$ cat src/rtl/gpio_access_arbiter_if.sv
// Bundle of request/ack, GPIO strobe and data signals shared by the two requesters and the arbiter.
// Names follow the board-level signal names so traces line up with the schematic.
interface gpio_access_arbiter_if #(
  parameter int GPO_W = 8,
  parameter int GPI_W = 4
) ();
  logic             REQ0;
  logic             WE0;
  logic [GPO_W-1:0] WDATA0;
  logic             ACK0;
  logic             REQ1;
  logic             WE1;
  logic [GPO_W-1:0] WDATA1;
  logic             ACK1;
  logic [GPI_W-1:0] RDATA;
  logic             WR_GPIO;
  logic             RD_GPIO;
  logic [GPO_W-1:0] GPO;
  logic [GPI_W-1:0] GPI;
  logic             BUSY;

  // Requesters plus the board input side; GPI is driven from outside the arbiter.
  modport master (
    output REQ0, WE0, WDATA0, REQ1, WE1, WDATA1, GPI,
    input  ACK0, ACK1, RDATA, WR_GPIO, RD_GPIO, GPO, BUSY
  );

  modport slave (
    input  REQ0, WE0, WDATA0, REQ1, WE1, WDATA1, GPI,
    output ACK0, ACK1, RDATA, WR_GPIO, RD_GPIO, GPO, BUSY
  );
endinterface

$ cat src/rtl/gpio_access_arbiter.sv
// Round-robin arbiter sharing one GPIO port between the CPU path (port 0) and the debug path (port 1).
// One access in flight: IDLE -> ACCESS (strobe) -> DONE (ack); every output is a flop.
module gpio_access_arbiter #(
  parameter int GPO_W = 8,
  parameter int GPI_W = 4
) (
  input logic            CLK,
  input logic            RESETN,
  gpio_access_arbiter_if.slave bus
);

  localparam logic [1:0] S_IDLE   = 2'd0;
  localparam logic [1:0] S_ACCESS = 2'd1;
  localparam logic [1:0] S_DONE   = 2'd2;

  logic [1:0]       state_q, state_d;
  logic             last_q;
  logic             win_q;
  logic             we_q;
  logic [GPO_W-1:0] gpo_q;
  logic [GPI_W-1:0] rdata_q;
  logic             ack0_q, ack1_q;
  logic             wr_q, rd_q;
  logic             busy_q;

  logic             any_req;
  logic             win_d;
  logic             sel_we;
  logic [GPO_W-1:0] sel_wdata;

  // NOTE: every signal gets a default at the top of always_comb so no path leaves it unassigned,
  // which would otherwise infer a latch.
  always_comb begin
    any_req   = bus.REQ0 | bus.REQ1;
    // On a tie the port that did not win last time gets the grant.
    win_d     = (bus.REQ0 & bus.REQ1) ? ~last_q : bus.REQ1;
    sel_we    = win_d ? bus.WE1 : bus.WE0;
    sel_wdata = win_d ? bus.WDATA1 : bus.WDATA0;
    state_d   = state_q;
    case (state_q)
      S_IDLE:   if (any_req) state_d = S_ACCESS;
      S_ACCESS: state_d = S_DONE;
      default:  state_d = S_IDLE;
    endcase
  end

  // NOTE: non-blocking assignments in the clocked block so every flop samples pre-edge values,
  // independent of statement order.
  always_ff @(posedge CLK or negedge RESETN) begin
    if (!RESETN) begin
      state_q <= S_IDLE;
      last_q  <= 1'b1;
      win_q   <= 1'b0;
      we_q    <= 1'b0;
      gpo_q   <= '0;
      rdata_q <= '0;
      ack0_q  <= 1'b0;
      ack1_q  <= 1'b0;
      wr_q    <= 1'b0;
      rd_q    <= 1'b0;
      busy_q  <= 1'b0;
    end else begin
      state_q <= state_d;
      // Strobes, acks and busy are pulses; only the state arms below raise them.
      wr_q    <= 1'b0;
      rd_q    <= 1'b0;
      ack0_q  <= 1'b0;
      ack1_q  <= 1'b0;
      busy_q  <= 1'b0;
      case (state_q)
        S_IDLE: begin
          if (any_req) begin
            win_q  <= win_d;
            last_q <= win_d;
            we_q   <= sel_we;
            wr_q   <= sel_we;
            rd_q   <= ~sel_we;
            busy_q <= 1'b1;
            if (sel_we) gpo_q <= sel_wdata;
          end
        end
        S_ACCESS: begin
          ack0_q <= ~win_q;
          ack1_q <= win_q;
          busy_q <= 1'b1;
          if (!we_q) rdata_q <= bus.GPI;
        end
        default: ;
      endcase
    end
  end

  assign bus.ACK0    = ack0_q;
  assign bus.ACK1    = ack1_q;
  assign bus.RDATA   = rdata_q;
  assign bus.WR_GPIO = wr_q;
  assign bus.RD_GPIO = rd_q;
  assign bus.GPO     = gpo_q;
  assign bus.BUSY    = busy_q;

endmodule

$ cat src/flat_wrapper.sv
// flat-port wrapper written by rule: the top's interface ports become plain ports
module gpio_access_arbiter_flat 
#(
  parameter int GPO_W = 8,
  parameter int GPI_W = 4
)
  (CLK, RESETN, bus_REQ0, bus_WE0, bus_WDATA0, bus_REQ1, bus_WE1, bus_WDATA1, bus_GPI, bus_ACK0, bus_ACK1, bus_RDATA, bus_WR_GPIO, bus_RD_GPIO, bus_GPO, bus_BUSY);
  gpio_access_arbiter_if #(.GPO_W(GPO_W), .GPI_W(GPI_W)) bus_i ();
  input logic CLK;
  input logic RESETN;
  input wire logic [$bits(bus_i.REQ0)-1:0] bus_REQ0;
  input wire logic [$bits(bus_i.WE0)-1:0] bus_WE0;
  input wire logic [$bits(bus_i.WDATA0)-1:0] bus_WDATA0;
  input wire logic [$bits(bus_i.REQ1)-1:0] bus_REQ1;
  input wire logic [$bits(bus_i.WE1)-1:0] bus_WE1;
  input wire logic [$bits(bus_i.WDATA1)-1:0] bus_WDATA1;
  input wire logic [$bits(bus_i.GPI)-1:0] bus_GPI;
  output wire logic [$bits(bus_i.ACK0)-1:0] bus_ACK0;
  output wire logic [$bits(bus_i.ACK1)-1:0] bus_ACK1;
  output wire logic [$bits(bus_i.RDATA)-1:0] bus_RDATA;
  output wire logic [$bits(bus_i.WR_GPIO)-1:0] bus_WR_GPIO;
  output wire logic [$bits(bus_i.RD_GPIO)-1:0] bus_RD_GPIO;
  output wire logic [$bits(bus_i.GPO)-1:0] bus_GPO;
  output wire logic [$bits(bus_i.BUSY)-1:0] bus_BUSY;
  assign bus_i.REQ0 = bus_REQ0;
  assign bus_i.WE0 = bus_WE0;
  assign bus_i.WDATA0 = bus_WDATA0;
  assign bus_i.REQ1 = bus_REQ1;
  assign bus_i.WE1 = bus_WE1;
  assign bus_i.WDATA1 = bus_WDATA1;
  assign bus_i.GPI = bus_GPI;
  assign bus_ACK0 = bus_i.ACK0;
  assign bus_ACK1 = bus_i.ACK1;
  assign bus_RDATA = bus_i.RDATA;
  assign bus_WR_GPIO = bus_i.WR_GPIO;
  assign bus_RD_GPIO = bus_i.RD_GPIO;
  assign bus_GPO = bus_i.GPO;
  assign bus_BUSY = bus_i.BUSY;
  gpio_access_arbiter #(.GPO_W(GPO_W), .GPI_W(GPI_W)) u_core (.CLK(CLK), .RESETN(RESETN), .bus(bus_i));
endmodule
$ cat config.mk
export PLATFORM = sky130hd
export DESIGN_NAME = gpio_access_arbiter_flat
export DESIGN_NICKNAME = d
export VERILOG_FILES = /design/src/rtl/gpio_access_arbiter_if.sv /design/src/rtl/gpio_access_arbiter.sv /design/src/flat_wrapper.sv
export SDC_FILE = /design/constraint.sdc
export NUM_CORES = 1
export LEC_CHECK = 0
export ABC_AREA = 1
export ABC_CLOCK_PERIOD_IN_PS = 1800
export BUFFER_PORTS_ARGS = -buffer_cell sky130_fd_sc_hd__buf_2
export CAP_MARGIN = 25
export CELL_PAD_IN_SITES_DETAIL_PLACEMENT = 1
export CELL_PAD_IN_SITES_GLOBAL_PLACEMENT = 1
export CORE_AREA = 8 8 67 69
export CTS_CLUSTER_SIZE = 20
export DETAILED_ROUTE_END_ITERATION = 8
export DIE_AREA = 0 0 75 77
export GPL_ROUTABILITY_DRIVEN = 1
export PLACE_DENSITY = 0.7
export SLEW_MARGIN = 20
export SYNTH_ARGS = -nofsm -noshare
export SYNTH_HDL_FRONTEND = slang
export SYNTH_SLANG_ARGS = --single-unit
$ cat constraint.sdc
create_clock -name CLK -period 1.8 [get_ports CLK]
set_clock_uncertainty 0.2 [all_clocks]
set_input_delay 0.36 -clock CLK [delete_from_list [all_inputs] [get_ports CLK]]
set_output_delay 0.36 -clock CLK [all_outputs]
set_load 0.02 [all_outputs]
Word level (Yosys, flattened, before mapping)
Index checks and enable logic that the tools add are counted.

Muxes and demuxes: 13. Magnitude comparators: 0. Shifts and indexed selects: 0. Add/subtract/negate cells: 0. $mul: 0. Div/mod/pow operators: 0. Bitwise operators: 6. Reduce and logical (&&, ||, !) cells: 4. Equality and inequality tests: 2.

Operators with widths (count): 1-bit two-way mux (9); 8-bit two-way mux (1); 1-bit NOT (4); 2-bit one-hot mux with 2 select lines (1); 2-bit AND reduction (2); 3-bit AND reduction (1); 2-bit by 1-bit equality test with 1-bit output (second input constant) (1); 2-bit zero test (1); 2-bit two-way mux (1); 2-bit by 1-bit != test with 1-bit output (second input constant) (1); 1-bit one-hot mux with 2 select lines (1); 1-bit bitwise AND (1); 1-bit bitwise OR (1).

Input bits: 26. Word-level logic and storage cells: 36. Memories: 0. Register bits: 22. Bits in latches: 0. Bits in writable memories: 0. Output and inout bits: 17. ROM bits: 0.

Longest topological paths before layout
Gate-level depths: netlist (run 1).

Depth in word-level cells: 6. Mapped depth: 6. Gate-level depth less buffers: 6.

Worst setup path after synthesis (run 1)
No wires, ideal clock.

Path type: flip-flop to flip-flop. Start: register u_core.last_q. End: register u_core.we_q. Stages on the path, launching flop included: 6. Arrival: 1.003 ns. Path buffers: 0. Setup slack: 0.468 ns. Path through: dfstp_2 -> nand2_1 -> nand2_2 -> nand2_1 -> nand3_4 -> o21ai_0.

Cells in the longest elaborated chain, start to end: 3.

RTL lines: from (decl) (line gpio_access_arbiter.sv:17) `logic last_q;`; from (signal assigned) (line gpio_access_arbiter.sv:74) `last_q <= win_d;`; 1-bit NOT (line gpio_access_arbiter.sv:36) `win_d = (bus.REQ0 & bus.REQ1) ? ~last_q : bus.REQ1;`; 1-bit two-way mux (line gpio_access_arbiter.sv:36); 1-bit two-way mux (line gpio_access_arbiter.sv:37) `sel_we = win_d ? bus.WE1 : bus.WE0;`; to (signal assigned) (line gpio_access_arbiter.sv:75) `we_q <= sel_we;`; to (decl) (line gpio_access_arbiter.sv:19) `logic we_q;`.

Every way passes these cells. A chain may end at the register's enable or synchronous reset.

Worst setup path in the final report (run 1)
Ends and elaborated chain as after synthesis.

==> run summary, run 1 <==
Crit path largest cell delay: 0.55 ns
CP most frequent cell: nand2_1
Layout fillers: 464
Cells after Synth: 116
Port Buffer Count: 42
Die X: 75 microns
first-pass GRT wire length: 4610 microns
Area Overhead vs Synth: 31.6%
synth warn: 0
DRT Pass-1 Iters: 4
Core Box Area: 3500 sq um
Clk pin slew, worst setup/hold paths: 0.12 ns
Pleak: 0.000763 uW
# IOs: 43
Syn Nets: 142
Die ar.: 5780 sq um
CP endpoint kind: register
fin cells: 211
antenna cells: 0
outcome: finished, final reports clean
critical path class: reg2reg
placed insts: 206
Tot GR Track Use: 9.79%
Multi-input gate area: 378 sq um
routed length per instance: 12.4 microns
initial antenna violation count: 0
fmax: 657 MHz
Seq cells post-synth: 22
Num CTS Buffers: 3
drt drc: 0
total area of sequential cells: 552 sq um
Post-Syn Area: 990 sq um
Worst VDD drop: 333 uV
layout cells sized above 1: 34.4%
antenna viol nets, final: 0
final setup violating endpoints: 0
CTS tree: done
total negative slack: 0 ns
Clk Latency, worst-skew pair: 0.30 ns
initial core utilization: 28.3%
post_cts resized: 0
Synth cell types: 15
Max-cap violations: 0
post-layout min period: 1.52 ns
Slew @ Worst Pin: 0.476 ns
drt total wl: 2620 microns
CP max-delay cell: dfstp_2
GRT overflow: 0
vias in the first global route: 1,029
Final Max Tran Viols: 0
die height: 77 microns
worst-path cell chain: nand2_1 -> nand2_2 -> nand2_1 -> nand3_4 -> o21ai_0
sequential cell area fraction in the yosys report: 55.8%
Total Power Consumption: 2000 uW
worst hold path type: in2reg
largest net degree at the start of global routing: 23
H-tree depth: 1
fin crit share: 84.5%
Longest Clk Path Bufs: 2
PwrDens: 1530 nW/um^2
placed inst area: 1260 sq um
Rel. slew slack: 68.3%
DP HPWL: 2170 microns
CP Data Required Time: 1.78 ns
Root Driver: clkbuf_4
RSZ-0062 raised after global routing: false
Iter 0 DRT Violations: 14
final hold vios: 0
final instance area: 1300 sq um
Syn Area/Cell: 8.53 sq um
Rows: 22
maximum fanout along the worst path: 10
Final Util: 37.3%
Routability Congestion: 0.697
clk sink count: 22
DR vias/cell: 4.20
vias: 887
crit start category: register
Nets: 190
crit path DAT: 1.50 ns
==> logic make-up (layout without fill, tap and decap cells) <==
kind of cell | after synthesis | after routing | share of synthesized area, %
AOI/OAI and AO/OA | 2 | 2 | 1.01
DFF | 22 | 22 | 55.8
and+or+nand+nor | 80 | 80 | 37.2
buffers and inverters | 12 | 59 | 6.07
==> final timing paths <==
check / cells after the start / slack [ns] / from / end
min in group asynchronous: 2 / 0.37 / RESETN / u_core.bus.RD_GPIO
max reg2reg: 5 / 0.28 / u_core.last_q / u_core.we_q
max: 5 / 0.28 / u_core.last_q / u_core.we_q
max in group asynchronous: 2 / 0.69 / RESETN / u_core.last_q
min: 3 / 0.1 / bus_GPI[0] / u_core.bus.RDATA[0]
min reg2reg: 1 / 0.23 / u_core.win_q / u_core.bus.ACK0
==> flip-flops by register name (all words and copies together) (netlist names) <==
signal              flops
u_core.last_q           1
u_core.bus.GPO          8
u_core.bus.RD_GPIO      1
u_core.bus.RDATA        4
u_core.state_q          2
u_core.bus.WR_GPIO      1
u_core.bus.ACK1         1
u_core.we_q             1
u_core.win_q            1
u_core.bus.BUSY         1
u_core.bus.ACK0         1
==> layout by cell type, fill, tap and decap left out <==
cell           count
buf_2             42
buf_4              3
clkbuf_4           3
clkbuf_8           1
dfrtp_1           21
dfstp_2            1
dlygate4sd3_1      1
inv_1              9
nand2_1           48
nand2_2            1
nand2_4            1
nand3_1           22
nand3_2            1
nand3_4            1
nor2_1             4
nor2_2             1
nor2_4             1
o21ai_0            2
==> per-stage QoR <==
| stage | worst slack (ns) | hold slack (ns) |
|---|---|---|
| finish | 0.279 | 0.0996 |
| global route | 0.181 | 0.0810 |
| CTS | 0.246 | 0.0869 |
| floorplan | 0.468 | -0.136 |
| detailed placement | 0.241 | 0.148 |
| global placement | 0.305 | 0.137 |
==> synth_stat cells <==
cell,instances,area share [%]
nand2_1,48,18
nand3_1,22,11
buf_6,1,1.1
inv_1,9,3.4
dfstp_2,1,2.7
nand2_2,1,0.63
nor2_4,1,1.1
nor2_2,1,0.63
o21ai_0,2,1.0
nand3_2,1,1.0
dfrtp_1,21,53
nand3_4,1,1.8
nor2_1,4,1.5
buf_4,2,1.5
nand2_4,1,1.1
==> what timing repair did <==
| item | in CTS | in global routing |
|---|---|---|
| hold buffers | 1 | 0 |
| buffers inserted | 0 | 0 |
| endpoints found under the hold margin | 21 | 0 |
==> metal layers <==
layer  vias to the layer above  track usage, %  routed length [microns]
met4                         0            3.53                       27
li1                        458               -                        -
met3                         2            2.47                      193
met1                       394            11.8                     1200
met2                        33            16.0                     1200
met5                         -               0                        0
==> worst max-delay path, delay by kind of cell (launching register included) <==
kind	cells	cell delay (ns)
AO/OA/AOI/OAI	1	0.10
AND/OR/NAND/NOR	4	0.55
flip-flops	1	0.55
==> where the power goes <==
part	total [uW]	switching, uW	internal (uW)
Combinational	926	621	305
Clock	264	141	123
Sequential	809	95.0	714
Total	2000	857	1140
==> area by class of cell <==
type                    count  share of cell area, %
clock buffers               4                   2.79
inverters                   9                   2.59
multi-input cells          82                   29.0
flip-flops and latches     22                   42.4
well taps                  48                   4.61
repair buffers             46                   18.6
Power figures use the tool's default switching activity.
==> run 2, diff against run 1 <==
- ABC_AREA: 1 -> 0
- ABC_CLOCK_PERIOD_IN_PS: 1800 -> 1600
- CORE_AREA: 8 8 67 69 -> 8 8 68 70
- DIE_AREA: 0 0 75 77 -> 0 0 76 78
- PLACE_DENSITY: 0.7 -> 0.66
- clock period: 1.8 -> 1.6 ns (I/O delays scaled with it)
==> run summary, run 2 <==
worst hold slack: 0.0173 ns (-0.0823 ns)
CTS tree: done
top-area cell type share of the netlist area: 51.8% (-1.3 points)
asr flop ratio synth: 100% (unchanged)
Post-synth EDFFs: 0 (unchanged)
top layer in use: met4
CP endpoint kind: register
Die X: 76 microns (+1.3%)
Combinational Power Share: 49.7% (+3.4 points)
met2 WL post-DR: 1670 microns (+38%)
crit start category: register
Post-Route M1 WL: 1270 microns (+5.6%)
outcome: finished with violations
drt drc: 0 (unchanged)
crit path DAT: 1.82 ns (+0.32 ns)
worst r2r src: u_core.state_q[1]
Rows: 22 (unchanged)
Syn Nets: 116 (-18%)
clk sink count: 22 (unchanged)
Compound-Gate Fraction of Synth Area: 17.6% (+17 points)
initial core utilization: 28.6% (+0.27 points)
CP Data Required Time: 1.64 ns (-0.14 ns)
Longest Clk Path Bufs: 2 (unchanged)
xor/xnor share of the synthesized area: 0% (unchanged)
H-tree depth: 1 (unchanged)
layout cells sized above 1: 51.7% (+17 points)
final hold vios: 0 (unchanged)
RSZ-0062 raised after global routing: true
antenna cells: 0 (unchanged)
R2R cell count: 3 (-2)
Worst path top cell family by delay: simple AND/OR/NAND/NOR gates
most frequent cells in the layout: 42 x buf_2, 21 x dfrtp_1, 12 x buf_4
reg2reg setup slack: -0.18 ns (-0.46 ns)
Crit path largest cell delay: 0.46 ns (-0.09 ns)
ranking of synthesized cells by area: dfrtp_1 52%, a211oi_2 9.9%, nor3_1 4.9%, nor4_1 4.9%, mux2_1 4.4%
worst-path cell chain: or3b_4 -> or3_4 -> a211oi_2
CP max-delay cell: or3_4
worst hold path type: in2reg
clock network power share: 15.7% (+2.5 points)
Iter 0 DRT Violations: 32 (+18)
pre-CTS setup slack: -0.235 ns (-0.476 ns)
fmax: 561 MHz (-15%)
Seq cells post-synth: 22 (unchanged)
final instance area: 1460 sq um (+12%)
final setup violating endpoints: 8 (+8)
mux share of post-synthesis cell area: 6.41% (+6.4 points)
drt total wl: 3080 microns (+18%)
PwrDens: 1890 nW/um^2 (+23%)
Routability Congestion: 0.792 (+14%)
Clk pin slew, worst setup/hold paths: 0.13 ns (about the same)
P_int: 1670 uW (+46%)
count leader, synth: dfrtp_1
Nets: 172 (-9.5%)
Tot GR Track Use: 9.78% (about the same)
Synth cell types: 26 (+11)
violated checks: negative setup slack
first-pass GRT wire length: 4840 microns (+4.9%)
sequential cell area fraction in the yosys report: 54.4% (-1.4 points)
routed length per instance: 16.0 microns (+29%)
antenna viol nets, final: 0 (unchanged)
area leader, netlist: dfrtp_1
main combinational cell family by area after synthesis: simple AND/OR/NAND/NOR gates
Port Buffer Count: 42 (unchanged)
placed inst area: 1370 sq um (+8.9%)
Final Util: 41.0% (+3.7 points)
vias: 920 (+3.7%)
# IOs: 43 (unchanged)
Syn Area/Cell: 11.3 sq um (+32%)
Pleak: 0.000673 uW (-12%)
most common cell after layout, fill and taps aside: buf_2
Switching Share: 39.2% (-3.7 points)
Synth top cells by count: 21 x dfrtp_1, 10 x nor3_1, 8 x a211oi_2, 8 x a21oi_1, 8 x nor4_1
Slew @ Worst Pin: 0.490 ns (+0.0143 ns)
Root Driver: clkbuf_4
critical path class: reg2reg
GRT overflow: 0 (unchanged)
Final Max Tran Viols: 0 (unchanged)
Area Overhead vs Synth: 43.4%
Clk Latency, worst-skew pair: 0.31 ns (about the same)
post-synthesis adder-cell area fraction: 0% (unchanged)
Critical Path Start: u_core.state_q[1]
fin crit share: 111% (+27 points)
DRT Pass-1 Iters: 3 (-1)
capture point of the worst reg-to-reg path: u_core.bus.GPO[1]
Routed met3 length: 117 microns (-39%)
Critical Path Stages: 3 (-2)
die height: 78 microns (+1.3%)
largest net degree at the start of global routing: 23 (unchanged)
Die ar.: 5930 sq um (+2.6%)
vias in the first global route: 1,082 (+5.2%)
prevailing post-synth register cell: dfrtp_1
Seq pwr share: 34.6% (-5.9 points)
final setup margin: -0.181 ns (-0.460 ns)
CP bufs+invs: 0 (unchanged)
DR vias/cell: 4.77 (+13%)
Rel. slew slack: 67.3% (-0.95 points)
Max-cap violations: 0 (unchanged)
maximum fanout along the worst path: 8 (-2)
CP endpoint: u_core.bus.GPO[1]
initial antenna violation count: 0 (unchanged)
DP HPWL: 2380 microns (+9.8%)
Net Sw Power: 1080 uW (+26%)
synth warn: 0 (unchanged)
post-synthesis simple-gate area fraction: 18.2% (-19 points)
Core Box Area: 3550 sq um (+1.6%)
Post-Syn Area: 1010 sq um (+2.5%)
Worst VDD drop: 475 uV (+43%)
max reg flops: 8 (unchanged)
Cells after Synth: 90 (-22%)
post-layout min period: 1.78 ns (+0.260 ns)
hold depth: 2 (-1)
Num CTS Buffers: 3 (unchanged)
[run 2: cell types whose count changed in the layout (fill, tap and decap cells not counted), sizes merged, moves of 4 or more]
cell / change
mux2: +4
nand3: -24
a211oi: +8
nor4: +8
buf: +10
nor3: +10
a21oi: +8
inv: -6
nand2: -48
[run 2: metrics by stage]
step | std cells | power (uW) | setup TNS, ns
floorplan | 90 | 1730 | -0.976
global placement | 189 | 2220 | -1.20
detailed placement | 189 | 2270 | -1.70
CTS | 194 | 2730 | -1.76
global route | 193 | 2910 | -1.73
finish | 193 | 2750 | -1.35
[run 2: cell type report]
class / count / area (sq um)
fill: 423 / 2100
sequential: 22 / 552
multi-input combinational: 60 / 458
timing repair buffer: 56 / 322
tap: 48 / 60.1
clock inverter: 1 / 30.0
clock buffer: 3 / 22.5
inverter: 3 / 11.3
[run 2: power groups by stage]
| stage | sequential [uW] | clock (uW) | combinational, uW |
|---|---|---|---|
| after floorplan | 1220 | 0 | 513 |
| final | 952 | 431 | 1370 |
| after detailed placement | 959 | 0 | 1310 |
| after CTS | 950 | 440 | 1340 |
| after global placement | 944 | 0 | 1280 |
| after global routing | 987 | 452 | 1480 |
[run 2: worst min path at each step]
stage                     startpoint  slack (ns)                   to
after global placement        RESETN        0.11   u_core.bus.RD_GPIO
after global routing      bus_GPI[2]        0.01  u_core.bus.RDATA[2]
after detailed placement      RESETN        0.12   u_core.bus.WR_GPIO
final                     bus_GPI[2]        0.02  u_core.bus.RDATA[2]
after floorplan               RESETN       -0.18      u_core.bus.ACK0
after CTS                 bus_GPI[2]       0.009  u_core.bus.RDATA[2]
[run 2: cells by family after synthesis]
group | after synthesis
AND/OR/NAND/NOR | 33
flip-flops | 22
AO/OA/AOI/OAI | 21
buffers and inverters | 8
multiplexers | 6
[run 2: timing repair]
action / 4_1_cts / 5_1_grt
gates cloned: 0 / 0
buffers inserted: 0 / 0
hold buffers: 1 / 0
pin swaps: 1 / 6
endpoints found under the setup margin: 12 / 13
gates resized for setup: 3 / 6
endpoints found under the hold margin: 21 / 0
[run 2: per-layer routing]
metal	vias up	GRT usage, %
met5	-	0
met4	0	5.49
met3	2	1.84
met2	19	18.0
met1	460	10.2
li1	439	-
==> run 3, diff against run 2 <==
==> constraint.sdc (replaced) <==
create_clock -name CLK -period 1.6 [get_ports CLK]
set_clock_uncertainty 0.2 [all_clocks]
set_input_delay 0.08 -clock CLK [delete_from_list [all_inputs] [get_ports CLK]]
set_output_delay 0.08 -clock CLK [all_outputs]
set_load 0.02 [all_outputs]
==> run summary, run 3 (synthesis gave the netlist of run 2 again) <==
outcome: finished with violations
violated checks: negative setup slack
RSZ-0062 raised after global routing: true
initial antenna violation count: 0 (unchanged)
DR vias/cell: 4.73 (-0.77%)
Worst path top cell family by delay: simple AND/OR/NAND/NOR gates
capture point of the worst reg-to-reg path: u_core.bus.GPO[3]
worst-path cell chain: or3b_1 -> or3_1 -> buf_6 -> a211oi_2
Routability Congestion: 0.717 (-9.4%)
worst r2r src: u_core.state_q[1]
vias: 1,017 (+11%)
GRT overflow: 0 (unchanged)
most common cell after layout, fill and taps aside: buf_2
largest net degree at the start of global routing: 23 (unchanged)
crit path DAT: 1.80 ns (-0.02 ns)
CP max-delay cell: dfrtp_1
die height: 78 microns (unchanged)
Multi-input gate area: 459 sq um (+0.27%)
Slew @ Worst Pin: 0.499 ns (+0.00916 ns)
Clk pin slew, worst setup/hold paths: 0.12 ns (about the same)
fmax: 570 MHz (+1.5%)
reg2reg setup slack: -0.16 ns (+0.03 ns)
Layout fillers: 398 (-5.9%)
routed length per instance: 16.7 microns (+4.7%)
Worst Hold Launch: bus_REQ0
initial core utilization: 28.6% (unchanged)
hold depth: 4 (+2)
Endpoint, Worst Hold: u_core.bus.BUSY
H-tree depth: 1 (unchanged)
Port Buffer Count: 42 (unchanged)
Crit path largest cell delay: 0.42 ns (-0.04 ns)
crit start category: register
Rel. slew slack: 66.7% (-0.61 points)
Root Driver: clkbuf_4
Tot GR Track Use: 12.1% (+2.4 points)
Core Box Area: 3550 sq um (unchanged)
vias in the first global route: 1,188 (+9.8%)
Area Overhead vs Synth: 63.9%
Worst VDD drop: 357 uV (-25%)
Final Max Tran Viols: 0 (unchanged)
Rows: 22 (unchanged)
R2R cell count: 4 (+1)
worst hold path type: in2reg
Pleak: 0.000761 uW (+13%)
final hold vios: 0 (unchanged)
CTS tree: done
fin crit share: 110% (-1.6 points)
CP Data Required Time: 1.65 ns (about the same)
DRT Pass-1 Iters: 4 (+1)
Max-cap violations: 0 (unchanged)
Die X: 76 microns (unchanged)
layout cells sized above 1: 44.9% (-6.8 points)
Num CTS Buffers: 3 (unchanged)
Die ar.: 5930 sq um (unchanged)
Longest Clk Path Bufs: 2 (unchanged)
PwrDens: 1620 nW/um^2 (-14%)
final setup violating endpoints: 8 (unchanged)
antenna cells: 0 (unchanged)
pre-CTS setup slack: -0.174 ns (+0.0607 ns)
placed inst area: 1350 sq um (-1.1%)
critical path class: reg2reg
maximum fanout along the worst path: 8 (unchanged)
drt total wl: 3600 microns (+17%)
Clk Latency, worst-skew pair: 0.31 ns (about the same)
antenna viol nets, final: 0 (unchanged)
Nets: 194 (+13%)
DP HPWL: 2350 microns (-1.2%)
# IOs: 43 (unchanged)
first-pass GRT wire length: 5820 microns (+20%)
CP bufs+invs: 1 (+1)
final instance area: 1660 sq um (+14%)
post-layout min period: 1.76 ns (-0.0260 ns)
final setup margin: -0.155 ns (+0.0260 ns)
clk sink count: 22 (unchanged)
drt drc: 0 (unchanged)
max reg flops: 8 (unchanged)
most frequent cells in the layout: 42 x buf_2, 24 x dlygate4sd3_1, 21 x dfrtp_1
Iter 0 DRT Violations: 21 (-34%)
CP endpoint kind: register
worst hold slack: 0.00595 ns (-0.0113 ns)
total area of sequential cells: 552 sq um (unchanged)
==> run 3: cell types whose count changed in the layout (fill, tap and decap cells not counted), sizes merged <==
cell	previous run	this run
dlygate4sd3	1	24
buf	55	54
clkbuf	3	4
bufinv	1	0
==> run 3: through the flow <==
step / util [%] / power [uW] / std cells / TNS, ns
after global routing: 46.8 / 2870 / 215 / -1.84
after floorplan: - / 1730 / 90 / -0.976
final: 46.8 / 2700 / 215 / -1.08
after CTS: 46.2 / 2660 / 215 / -1.09
after detailed placement: 38.1 / 2270 / 187 / -1.31
after global placement: 38.1 / 2210 / 187 / -0.971
==> run 3: routing by layer <==
metal	wire (microns)	track usage, %	part of all wire (%)	up-vias
li1	-	-	-	485
met1	1470	12.9	41	497
met2	1940	22.4	54	26
met3	82	1.50	2.3	9
met4	109	7.45	3.0	0
met5	0	0	0	-
==> run 3: worst max path at each step <==
stage / slack (ns) / start / cells past startpoint / end
6_report: -0.16 / u_core.state_q[1] / 4 / u_core.bus.GPO[3]
4_1_cts: -0.15 / u_core.state_q[0] / 4 / u_core.bus.GPO[2]
3_5_place_dp: -0.17 / u_core.state_q[0] / 4 / u_core.bus.GPO[2]
3_3_place_gp: -0.12 / u_core.state_q[0] / 4 / u_core.bus.GPO[1]
5_1_grt: -0.22 / u_core.state_q[0] / 4 / u_core.bus.GPO[6]
2_1_floorplan: -0.12 / u_core.state_q[0] / 4 / u_core.bus.GPO[0]
==> run 3: what timing repair did <==
action	4_1_cts	5_1_grt
pin swaps	1	2
hold buffers	24	0
setup endpoints to repair	9	12
endpoints found under the hold margin	38	0
resized for setup	3	5
buffers inserted	0	0
==> run 3: worst min-delay path, stage by stage <==
cell    delay [ns]
buf_2         0.10
buf_4         0.13
nor3_1        0.05
nor2_1        0.11
==> run 3: layout make-up <==
| class | count | area share [%] |
|---|---|---|
| inverter | 3 | 0.677 |
| timing repair buffer | 78 | 32.7 |
| multi-input combinational | 60 | 27.6 |
| tap | 48 | 3.61 |
| sequential | 22 | 33.2 |
| clock buffer | 4 | 2.18 |
==> run 3: where the power goes <==
| part | leakage, uW | internal, uW | switching (uW) |
|---|---|---|---|
| Clock | 0.0000210 | 139 | 172 |
| Sequential | 0.000258 | 822 | 128 |
| Combinational | 0.000482 | 652 | 784 |
| Total | 0.000761 | 1610 | 1090 |
